--- config.mk ---
export PLATFORM = sky130hd
export DESIGN_NAME = oh_aoi_pipe
export DESIGN_NICKNAME = d
export VERILOG_FILES = /design/src/rtl/oh_aoi_pipe.sv
export SDC_FILE = /design/constraint.sdc
export NUM_CORES = 1
export LEC_CHECK = 0
export CORE_AREA = 3 3 40 42
export DETAILED_ROUTE_END_ITERATION = 8
export DIE_AREA = 0 0 43 45
export MAX_ROUTING_LAYER = met4
export PLACE_DENSITY = 0.41
export SLEW_MARGIN = 20
export SYNTH_ARGS = -nofsm -noshare
export SYNTH_HDL_FRONTEND = slang
export SYNTH_SLANG_ARGS = --single-unit
--- constraint.sdc ---
create_clock -name clk -period 2.1 [get_ports clk]
set_clock_uncertainty 0.2 [all_clocks]
set_input_delay 0.63 -clock clk [delete_from_list [all_inputs] [get_ports clk]]
set_output_delay 0.63 -clock clk [all_outputs]
set_load 0.005 [all_outputs]
--- src/rtl/oh_aoi_pipe.sv ---
// Pipelined And-Or-Invert array with a valid/ready register chain of STAGES slots.
// Build option OH_AOI_PIPE_HOLD_EN: empty stages keep their last data instead of tracking the input.
module oh_aoi_pipe #(
  parameter int DW     = 1,
  parameter int N      = 3,
  parameter int M      = 1,
  parameter int STAGES = 2
) (
  input  logic            clk,
  input  logic            nreset,
  input  logic            in_valid,
  output logic            in_ready,
  input  logic            inv,
  input  logic [N*DW-1:0] a,
  input  logic [M*DW-1:0] b,
  output logic            out_valid,
  input  logic            out_ready,
  output logic [DW-1:0]   z,
  output logic            busy
);

  function automatic logic [DW-1:0] aoi_calc(input logic [N*DW-1:0] av,
                                             input logic [M*DW-1:0] bv,
                                             input logic            iv);
    logic [DW-1:0] p;
    logic [DW-1:0] s;
    p = '1;
    s = '0;
    for (int i = 0; i < N; i++) p = p & av[i*DW +: DW];
    for (int j = 0; j < M; j++) s = s | bv[j*DW +: DW];
    s = s | p;
    return iv ? ~s : s;
  endfunction

  logic signed [DW-1:0] res_p0;
  logic                 vld_p [STAGES];
  logic signed [DW-1:0] dat_p [STAGES];
  logic                 rdy   [STAGES];
  logic                 rdy_acc;
  logic                 busy_acc;

  assign res_p0 = aoi_calc(a, b, inv);

  // A stage is ready when it, or any stage after it, is empty, or the consumer takes the head.
  always_comb begin
    rdy_acc  = out_ready;
    busy_acc = 1'b0;
    for (int r = STAGES - 1; r >= 0; r--) begin
      rdy_acc  = rdy_acc | ~vld_p[r];
      busy_acc = busy_acc | vld_p[r];
      rdy[r]   = rdy_acc;
    end
  end

  genvar r;
  for (r = 0; r < STAGES; r++) begin : g_stage
    logic                 src_vld;
    logic signed [DW-1:0] src_dat;

    if (r == 0) begin : g_head
      assign src_vld = in_valid;
      assign src_dat = res_p0;
    end else begin : g_body
      assign src_vld = vld_p[r-1];
      assign src_dat = dat_p[r-1];
    end

    // Stage boundary r: valid and data advance together under rdy[r].
    always_ff @(posedge clk or negedge nreset) begin
      if (!nreset) begin
        vld_p[r] <= 1'b0;
        dat_p[r] <= '0;
      end else if (rdy[r]) begin
        vld_p[r] <= src_vld;
`ifdef OH_AOI_PIPE_HOLD_EN
        if (src_vld) dat_p[r] <= src_dat;
`else
        dat_p[r] <= src_dat;
`endif
      end
    end
  end

  assign in_ready  = rdy[0];
  assign out_valid = vld_p[STAGES-1];
  assign z         = dat_p[STAGES-1];
  assign busy      = busy_acc;

endmodule

After elaboration in Yosys (flattened, before gate mapping)
Index checks and enable logic that the tools add are counted.
W data, S select, Z words.
{"block": "totals", "ff_bits": 4, "wordCells": 14}
{"block": "classes", "n_mux": 1, "bitwise": 9}
{"operator": "$or A1 B1 Y1", "count": 4}
{"operator": "$not A1 Y1", "count": 3}
{"operator": "$and A1 B1 Y1", "count": 2}
{"operator": "$mux W1", "count": 1}

Logic depth before layout (Yosys ltp)
{"block": "logic_depth", "ltp_word": 5, "ltp_mapped": 3, "mapped_depth_nobuf": 3}

Least setup slack after synthesis
Ideal clock, no wire load.
{"block": "synth_timing", "path_type": "in2out", "start": "input port out_ready", "end": "output port in_ready", "arrival_ns": 0.831, "t_required_ns": 1.270, "slack_ns": 0.439, "path_stages": 2, "path_buffers": 0, "cell_sequence": "nor2b_4 -> nand2_1"}
{"block": "synth_via", "elab_chain_cells": 2}
{"element": "start, declared", "line": "17", "text": "input logic out_ready,"}
{"element": "$or A1 B1 Y1 (2 in a row)", "line": "49", "text": "rdy_acc = rdy_acc | ~vld_p[r];"}
{"element": "end, declared", "line": "12", "text": "output logic in_ready,"}
Every way passes these cells.

Worst setup path after layout
Same ends and word-level chain as after synthesis.

==> metrics.yaml <==
die:
  dieArea_mm2: 0.00194
  rows: 13
  io_pins: 13
  coreArea_mm2: 0.00128
  chipWidth_um: 43
  start_util_pct: 14.3
  die_h_um: 45
cts:
  cts_root_buffer: "clkbuf_4"
  cts_made_buffers: 3
  holdBufCountCts: 0
  clkTransAtPathRegs_ns: 0.04
  clockBufferDepth: 2
  clock_sinks: 4
  cts_tree: "done"
  clock_latency_ns: 0.23
  h-tree-depth: 1
critical_path:
  max_stage_delay_ns: 0.25
  rr_startpoint: "out_valid"
  crit_family: "buffers and inverters"
  startpoint_type: "input pin"
  crit_path_start: "out_ready"
  r2r_slack_ns: 0.80
  worstSetupEndpointType: "primary output"
  worstPathArrival_ns: 1.18
  criticalPathCategory: "input pin to primary output"
  crit_chain: "dlygate4sd2_1, nor2b_4, nand2_2, clkbuf_2"
  critPathSlowestCell: "dlygate4sd2_1"
  critical_path_peak_fanout: 2
  cp_num_buf_inv: 2
  cp.required_ns: 1.27
routing:
  first_pass_iters: 2
  drc: 0
  drt_iter0_markers: 2
  drtAntennaViolNets: 0
  drt-vias-per-instance: 3.46
  routedWlPerCell_um: 9.28
  routed_wl_um: 427
  dr_total_vias: 159
sta:
  rsz0062_at_grt: "no"
  finalWorstSetupSlack_ns: 0.0916
  max-slew-margin-rel_pct: 87.3
  max_freq_mhz: 498
  hold_viol: 0
  setup_tns_ns: 0
  finalSetupViolations: 0
  period_share_pct: 95.6
  max_slew.worst_pin.slew_ns: 0.189
  hold_slack_ns: 0.315
  fin_crit_ns: 2.01
  slew_violations: 0
power_and_ir_drop:
  p_comb_share_pct: 24.6
  internal_power_mw: 0.196
  power.leakage_nw: 0.156
  vdd_drop_max_mv: 0.157
  powerDensity_mw_per_mm2: 679
  power.share.clock_pct: 37.4
  p_seq_share_pct: 38.0
  swShare_pct: 20.5
  total_power_mw: 0.246
  power_switching_mw: 0.0505
placement:
  placed_area_um2: 338
  dp_cells: 42
  place_congestion: 0.644
  port_buffers: 12
  pre_cts_ws_ns: -0.505
  dp_hpwl_um: 350
cells_and_area:
  fill_cells: 143
  diodes: 0
  layout_common_cells: "9 x clkdlybuf4s50_1, 4 x dfrtp_1, 3 x clkbuf_4, 3 x buf_4"
  layout.nets: 42
  drive_gt1_share_pct: 45.2
  fin_cells: 46
  area_growth_syn_to_layout_pct: 97.3
  final_cell_area_um2: 363
  post-route-util_pct: 28.2
  final_common_cell: "clkdlybuf4s50_1"
hold_path:
  min_from: "z"
  hold_class: "register to register"
synthesis:
  ys_ff_latch: 4
  avgSynthCellArea_um2: 14.1
  netlist_area_um2: 184
  synth_cell_types: 9
  netlist_instances: 13
  seq_area_frac_synth_pct: 54.4
  yosysWarnings: 0
  syn_nets: 22
global_route:
  grt_pass1_vias: 204
  grt_max_degree: 5
  grt_pass1_wl_um: 821
  antenna_found_initial: 0
  overflow: 0
  grt.total_usage_pct: 6.45
job:
  drv_cap: 0
status:
  status: "finished, final reports clean"
==> state kept, by name, summed over array words and instances (netlist names) <==
register / flops
g_stage.src_dat: 1
g_stage.src_vld: 1
out_valid: 1
z: 1
==> metal layers <==
metal,GRT usage (%),vias up,wire [um]
met5,-,-,0
met4,7.23,0,0
met3,2.39,0,34
met2,9.88,11,217
met1,5.83,68,175
li1,-,80,-
==> synthesized netlist by cell type, drive strengths merged <==
library cell  instances  area, um2
or2                   2       12.5
nor2b                 1       13.8
nand2b                1       6.26
a31oi                 1       12.5
dfrtp                 4        100
nand2                 1       3.75
xnor2                 1       8.76
mux2                  2       26.3
==> power groups by stage <==
stage | registers, mW | clock network (mW) | logic, mW
after CTS | 0.0936 | 0.0963 | 0.0624
after global routing | 0.0952 | 0.106 | 0.0657
after floorplan | 0.0940 | 0 | 0.0204
final | 0.0937 | 0.0920 | 0.0606
after detailed placement | 0.0951 | 0 | 0.0608
after global placement | 0.0947 | 0 | 0.0607
==> worst paths after layout <==
check,end,cells past startpoint
hold reg to reg,z,1
max in group asynchronous,g_stage[1].src_vld,1
min in group asynchronous,g_stage[1].src_dat,1
setup / recovery,in_ready,4
setup reg to reg,g_stage[1].src_dat,4
hold / removal,z,1
==> kinds of logic after synthesis <==
logic type       count (synthesis)  share of synthesized area, %
AND/OR/NAND/NOR                  5                          19.7
flip-flops                       4                          54.4
multiplexers                     2                          14.3
AO/OA/AOI/OAI                    1                          6.80
XOR/XNOR                         1                          4.76
==> repair_timing <==
item | in CTS | in global routing
resized for setup | 5 | 1
buffers inserted | 1 | 0
cloned | 0 | 0
setup endpoints to repair | 2 | 1
==> area by class of cell <==
cell class / instances / area [um2] / area share [%]
multi-input cells: 9 / 86.3 / 23.8
well taps: 15 / 18.8 / 5.17
clock buffers: 3 / 22.5 / 6.21
repair buffers: 15 / 135 / 37.2
flip-flops and latches: 4 / 100 / 27.6
Power figures use the tool's default switching activity.
